`config.mk`:
```
export PLATFORM = sky130hd
export DESIGN_NAME = spare_sram_access_ctrl
export DESIGN_NICKNAME = d
export VERILOG_FILES = /design/src/rtl/spare_sram_access_ctrl.sv
export SDC_FILE = /design/constraint.sdc
export NUM_CORES = 1
export LEC_CHECK = 0
export BUFFER_PORTS_ARGS = -buffer_cell sky130_fd_sc_hd__buf_2
export CORE_ASPECT_RATIO = 1.1
export CORE_MARGIN = 10
export CORE_UTILIZATION = 30
export DETAILED_ROUTE_END_ITERATION = 7
export PLACE_DENSITY = 0.52
export SLEW_MARGIN = 25
export SYNTH_ARGS = -nofsm -noshare
export SYNTH_HDL_FRONTEND = slang
export SYNTH_SLANG_ARGS = --single-unit
```
`constraint.sdc`:
```
create_clock -name CLK -period 3.1 [get_ports CLK]
set_input_delay 0.31 -clock CLK [delete_from_list [all_inputs] [get_ports CLK]]
set_output_delay 0.31 -clock CLK [all_outputs]
set_load 0.01 [all_outputs]
```
`src/rtl/spare_sram_access_ctrl.sv`:
```
// Sequencer for the 25-bank spare SRAM array: single-byte read/write requests in, one response out.
// Latency from accept edge: read 4, write 3 (6 with SPARE_WVERIFY_EN read-back), bank-range error 1.
// One request in flight; REQ_READY only in IDLE, and a response is held until RSP_READY is sampled high.
module spare_sram_access_ctrl #(
    parameter int NUM_BANKS = 25,
    parameter int BANK_AW   = 5,
    parameter int ROW_AW    = 7,
    parameter int DW        = 8
) (
    input  logic                      CLK,
    input  logic                      RST,
    input  logic                      REQ_VALID,
    output logic                      REQ_READY,
    input  logic                      REQ_WRITE,
    input  logic [BANK_AW+ROW_AW-1:0] REQ_ADDR,
    input  logic [DW-1:0]             REQ_WDATA,
    output logic                      RSP_VALID,
    input  logic                      RSP_READY,
    output logic [DW-1:0]             RSP_RDATA,
    output logic                      RSP_ERR,
    output logic [ROW_AW-1:0]         MEM_ADDR,
    output logic                      MEM_CE,
    output logic                      MEM_WEB,
    output logic [NUM_BANKS-1:0]      MEM_OEB,
    output logic [NUM_BANKS-1:0]      MEM_CSB,
    output logic [DW-1:0]             MEM_IDATA,
    input  logic [DW-1:0]             MEM_ODATA
);

    typedef enum logic [2:0] {
        IDLE, SETUP, STROBE, CAPT, RESP
`ifdef SPARE_WVERIFY_EN
        , VSETUP, VSTROBE, VCAPT
`endif
    } state_t;

    state_t state, next_state;

    logic [BANK_AW-1:0] req_bank;
    logic [ROW_AW-1:0]  req_row;
    logic               req_bank_bad;
    logic               lat_write;
    logic [BANK_AW-1:0] lat_bank;
`ifdef SPARE_WVERIFY_EN
    logic [DW-1:0]      lat_wdata;
`endif

    logic [ROW_AW-1:0]    nx_mem_addr;
    logic                 nx_mem_ce;
    logic                 nx_mem_web;
    logic [NUM_BANKS-1:0] nx_mem_oeb;
    logic [NUM_BANKS-1:0] nx_mem_csb;
    logic [DW-1:0]        nx_mem_idata;
    logic                 nx_rsp_valid;
    logic [DW-1:0]        nx_rsp_rdata;
    logic                 nx_rsp_err;

    function automatic logic [NUM_BANKS-1:0] bank_sel(input logic [BANK_AW-1:0] b);
        bank_sel = {{(NUM_BANKS-1){1'b0}}, 1'b1} << b;
    endfunction

    assign req_bank     = REQ_ADDR[BANK_AW+ROW_AW-1:ROW_AW];
    assign req_row      = REQ_ADDR[ROW_AW-1:0];
    assign req_bank_bad = (32'(req_bank) >= NUM_BANKS);
    assign REQ_READY    = (state == IDLE);

    always_ff @(posedge CLK or posedge RST) begin
        if (RST) begin
            state     <= IDLE;
            lat_write <= 1'b0;
            lat_bank  <= '0;
`ifdef SPARE_WVERIFY_EN
            lat_wdata <= '0;
`endif
        end else begin
            state <= next_state;
            if (state == IDLE && REQ_VALID) begin
                lat_write <= REQ_WRITE;
                lat_bank  <= req_bank;
`ifdef SPARE_WVERIFY_EN
                lat_wdata <= REQ_WDATA;
`endif
            end
        end
    end

    always_comb begin
        next_state = state;
        case (state)
            IDLE:    if (REQ_VALID) next_state = req_bank_bad ? RESP : SETUP;
            SETUP:   next_state = STROBE;
`ifdef SPARE_WVERIFY_EN
            STROBE:  next_state = lat_write ? VSETUP : CAPT;
            VSETUP:  next_state = VSTROBE;
            VSTROBE: next_state = VCAPT;
            VCAPT:   next_state = RESP;
`else
            STROBE:  next_state = lat_write ? RESP : CAPT;
`endif
            CAPT:    next_state = RESP;
            RESP:    if (RSP_READY) next_state = IDLE;
            default: next_state = IDLE;
        endcase
    end

    // Registered outputs are loaded with the values belonging to the state being entered.
    always_comb begin
        nx_mem_addr  = MEM_ADDR;
        nx_mem_ce    = MEM_CE;
        nx_mem_web   = MEM_WEB;
        nx_mem_oeb   = MEM_OEB;
        nx_mem_csb   = MEM_CSB;
        nx_mem_idata = MEM_IDATA;
        nx_rsp_valid = RSP_VALID;
        nx_rsp_rdata = RSP_RDATA;
        nx_rsp_err   = RSP_ERR;
        case (next_state)
            SETUP: begin
                nx_mem_addr  = req_row;
                nx_mem_csb   = ~bank_sel(req_bank);
                nx_mem_web   = ~REQ_WRITE;
                nx_mem_idata = REQ_WDATA;
                nx_mem_oeb   = '1;
                nx_mem_ce    = 1'b0;
            end
            STROBE: nx_mem_ce = 1'b1;
            CAPT: begin
                nx_mem_ce  = 1'b0;
                nx_mem_oeb = ~bank_sel(lat_bank);
            end
`ifdef SPARE_WVERIFY_EN
            VSETUP: begin
                nx_mem_ce  = 1'b0;
                nx_mem_web = 1'b1;
            end
            VSTROBE: nx_mem_ce = 1'b1;
            VCAPT: begin
                nx_mem_ce  = 1'b0;
                nx_mem_oeb = ~bank_sel(lat_bank);
            end
`endif
            RESP: begin
                if (state != RESP) begin
                    nx_mem_csb   = '1;
                    nx_mem_oeb   = '1;
                    nx_mem_web   = 1'b1;
                    nx_mem_ce    = 1'b0;
                    nx_rsp_valid = 1'b1;
                    nx_rsp_rdata = '0;
                    nx_rsp_err   = 1'b0;
                    case (state)
                        IDLE:  nx_rsp_err   = 1'b1;
                        CAPT:  nx_rsp_rdata = MEM_ODATA;
`ifdef SPARE_WVERIFY_EN
                        VCAPT: begin
                            nx_rsp_rdata = MEM_ODATA;
                            nx_rsp_err   = (MEM_ODATA != lat_wdata);
                        end
`endif
                        default: ;
                    endcase
                end
            end
            IDLE: nx_rsp_valid = 1'b0;
            default: ;
        endcase
    end

    always_ff @(posedge CLK or posedge RST) begin
        if (RST) begin
            MEM_ADDR  <= '0;
            MEM_CE    <= 1'b0;
            MEM_WEB   <= 1'b1;
            MEM_OEB   <= '1;
            MEM_CSB   <= '1;
            MEM_IDATA <= '0;
            RSP_VALID <= 1'b0;
            RSP_RDATA <= '0;
            RSP_ERR   <= 1'b0;
        end else begin
            MEM_ADDR  <= nx_mem_addr;
            MEM_CE    <= nx_mem_ce;
            MEM_WEB   <= nx_mem_web;
            MEM_OEB   <= nx_mem_oeb;
            MEM_CSB   <= nx_mem_csb;
            MEM_IDATA <= nx_mem_idata;
            RSP_VALID <= nx_rsp_valid;
            RSP_RDATA <= nx_rsp_rdata;
            RSP_ERR   <= nx_rsp_err;
        end
    end

endmodule

```
==> run summary <==
Status = finished, final reports clean
DRC Markers = 0
Slew @ Worst Pin = 0.885 ns
Tot GR Track Use = 11.2%
Die width = 122 um
Hold Violations, Final = 0
Die Ht = 133 um
HP Class = in -> async
Area of the multi-input gates = 1170 sq um
Commonest non-fill, non-tap cell in the layout = buf_2
Fillers = 1152
Pre-CTS setup slack = 0.847 ns
Syn. warnings = 0
Largest net degree at the start of global routing = 53
Clock Power Share = 28.2%
Resized Gates After CTS = 0
Layout net count = 398
Total power = 0.00391 W
Num CTS Buffers = 9
Core area = 11400 sq um
Combinational fraction of design power = 29.4%
Synth Register Bits = 86
RR Startpoint = state[2]$_DFF_PP0_
Placed insts = 504
CP Class = reg -> reg
Ys flop type = dfstp_2
Synthesized area per cell = 13.5 sq um
Setup Fix Bufs, Post-CTS = 0
Sequential cell area = 2220 sq um
Largest cells by area after synthesis = dfstp_2 39%, dfrtp_1 25%, o22a_1 5.8%, mux2_2 4.9%, a2bb2oi_1 4.3%
Pint = 0.00265 W
Syn Std Cell Area = 3460 sq um
Tmin final = 2.28 ns
Wire per inst = 17.3 um
Crit path max fanout = 14
CP startpoint kind = flop
Routed wire length = 8.98 mm
Commonest non-fill, non-tap cells in the layout = 110 x buf_2, 51 x dfstp_2, 35 x dfrtp_1
Max Clk Rate = 438 MHz
Die Footprint = 16300 sq um
Drt first pass iters = 4
Post-synth top area share = 38.7%
Routed Antenna Nets = 0
# hold bufs at CTS = 0
Setup-failing EPs final = 0
Htree depth = 3
Setup Skew = 0.00648 ns
Sw Share = 32.1%
Leakage = 1.90 nW
Worst setup path startpoint = state[2]$_DFF_PP0_
Switch Pwr = 0.00125 W
# diodes = 0
RSZ-0062 raised after global routing = no
Sequential area share after synthesis = 64.0%
Max-slew headroom = 41.0%
Fraction of registers with async set/reset = 100%
Share of post-route cells with drive strength above 1 = 57.3%
Clk sinks = 86
Final period util = 73.6%
HPWL Detailed = 6.68 mm
CTS tree = built
Required @ worst endpoint = 3.33 ns
RD Place Congestion = 0.740
Skew-Pair Late Insertion Delay = 0.33 ns
Area Overhead vs Synth = 29.8%
Clock Path Buffers = 2
Global-route wire length before repair = 14.4 mm
Vias = 2503
Worst setup EP type = flop
Setup TNS = 0 ns
Worst IR Drop VDD = 0.000283 V
Port Buf Inserts = 110
Total power per unit cell area = 869 nW/um^2
Clk slew on worst S/H paths = 0.06 ns
Post-synth cell types = 36
Gate Count Post-Synth = 256
Arr. time, crit path = 2.52 ns
Initial antenna violation count = 0
Max-slew violation count = 0
Area leader, netlist = dfstp_2
Slack of the critical path = 0.818 ns
Number of global-route vias before repair = 2595
Syn_nets = 289
Max cap viols = 0
Non-Filler Instances = 520
Vias per std cell = 4.81
GR Overflow Total = 0
Seq pwr share = 42.3%
Initial core utilization = 30.4%
EDFF count, synth = 0
Clk root buf = clkbuf_16
Boundary Pins = 111
Row count = 41
Drt first-iter violations = 138
per-layer routing:
metal | part of all wire [%] | vias to the layer above | GRT usage, % | wire length (um)
li1 | - | 1180 | - | -
met1 | 44 | 1236 | 13.9 | 3920
met2 | 48 | 75 | 17.3 | 4270
met3 | 7.2 | 12 | 3.36 | 646
met4 | 1.6 | 0 | 5.11 | 144
met5 | 0 | - | 0 | 0
worst paths after layout:
kind / end / slack [ns] / cells past startpoint
min: RSP_RDATA[1]$_DFFE_PP0P_ / 0.14 / 2
max reg2reg: MEM_CSB[16]$_DFFE_PP1P_ / 0.82 / 3
min reg2reg: RSP_ERR$_DFFE_PP0P_ / 0.48 / 1
min in group CLK: RSP_RDATA[5]$_DFFE_PP0P_ / 0.19 / 2
max in group asynchronous: MEM_OEB[17]$_DFFE_PP1P_ / 2.22 / 3
max: MEM_CSB[16]$_DFFE_PP1P_ / 0.82 / 3
Yosys cell counts (5+ instances only):
library cell / count
a22o_1: 8
a2bb2oi_1: 17
buf_2: 8
clkbuf_1: 7
dfrtp_1: 35
dfstp_2: 51
inv_1: 5
mux2_2: 15
nand2_1: 22
nand2b_1: 6
nand3_1: 5
nor2_1: 7
o22a_1: 23
o32a_1: 9
registers in the layout (all words and copies together) (netlist names):
name / count
MEM_CE: 1
MEM_IDATA: 8
RSP_RDATA: 8
MEM_CSB: 25
MEM_OEB: 25
lat_write: 1
state: 3
MEM_WEB: 1
MEM_ADDR: 7
lat_bank: 5
RSP_ERR: 1
RSP_VALID: 1
cell families after synthesis:
group	synth area share (%)
compound gates	17.8
flops	64.0
buf+inv	2.78
simple gates	10.5
mux	4.88
final cells by class:
cell class,instances,share of cell area (%)
Sequential cell,86,49.3
Multi-Input combinational cell,149,25.9
Timing Repair Buffer,114,13.2
Clock buffer,13,6.01
Tap cell,150,4.17
Clock inverter,3,0.946
Inverter,5,0.445
per-stage QoR:
stage / area [sq um] / util (%) / hold slack [ns]
global route: 4500 / 39.5 / 0.188
finish: 4500 / 39.5 / 0.143
global placement: 4180 / 36.7 / 0.458
CTS: 4500 / 39.5 / 0.166
detailed placement: 4180 / 36.7 / 0.465
floorplan: 3460 / - / 0.415
worst max-delay path: stages, from the launching register on:
cell and delay (ns):
dfrtp_1 0.53, or4b_2 0.91, nor4_1 0.59, a2bb2oi_1 0.15
power groups by stage:
stage	clock, W	combinational [W]	sequential [W]
global route	0.00120	0.00127	0.00170
finish	0.00110	0.00115	0.00165
floorplan	0	0.000702	0.00170
detailed placement	0	0.00118	0.00167
global placement	0	0.00117	0.00166
CTS	0.00114	0.00118	0.00165
(Power assumes the default switching activity.)
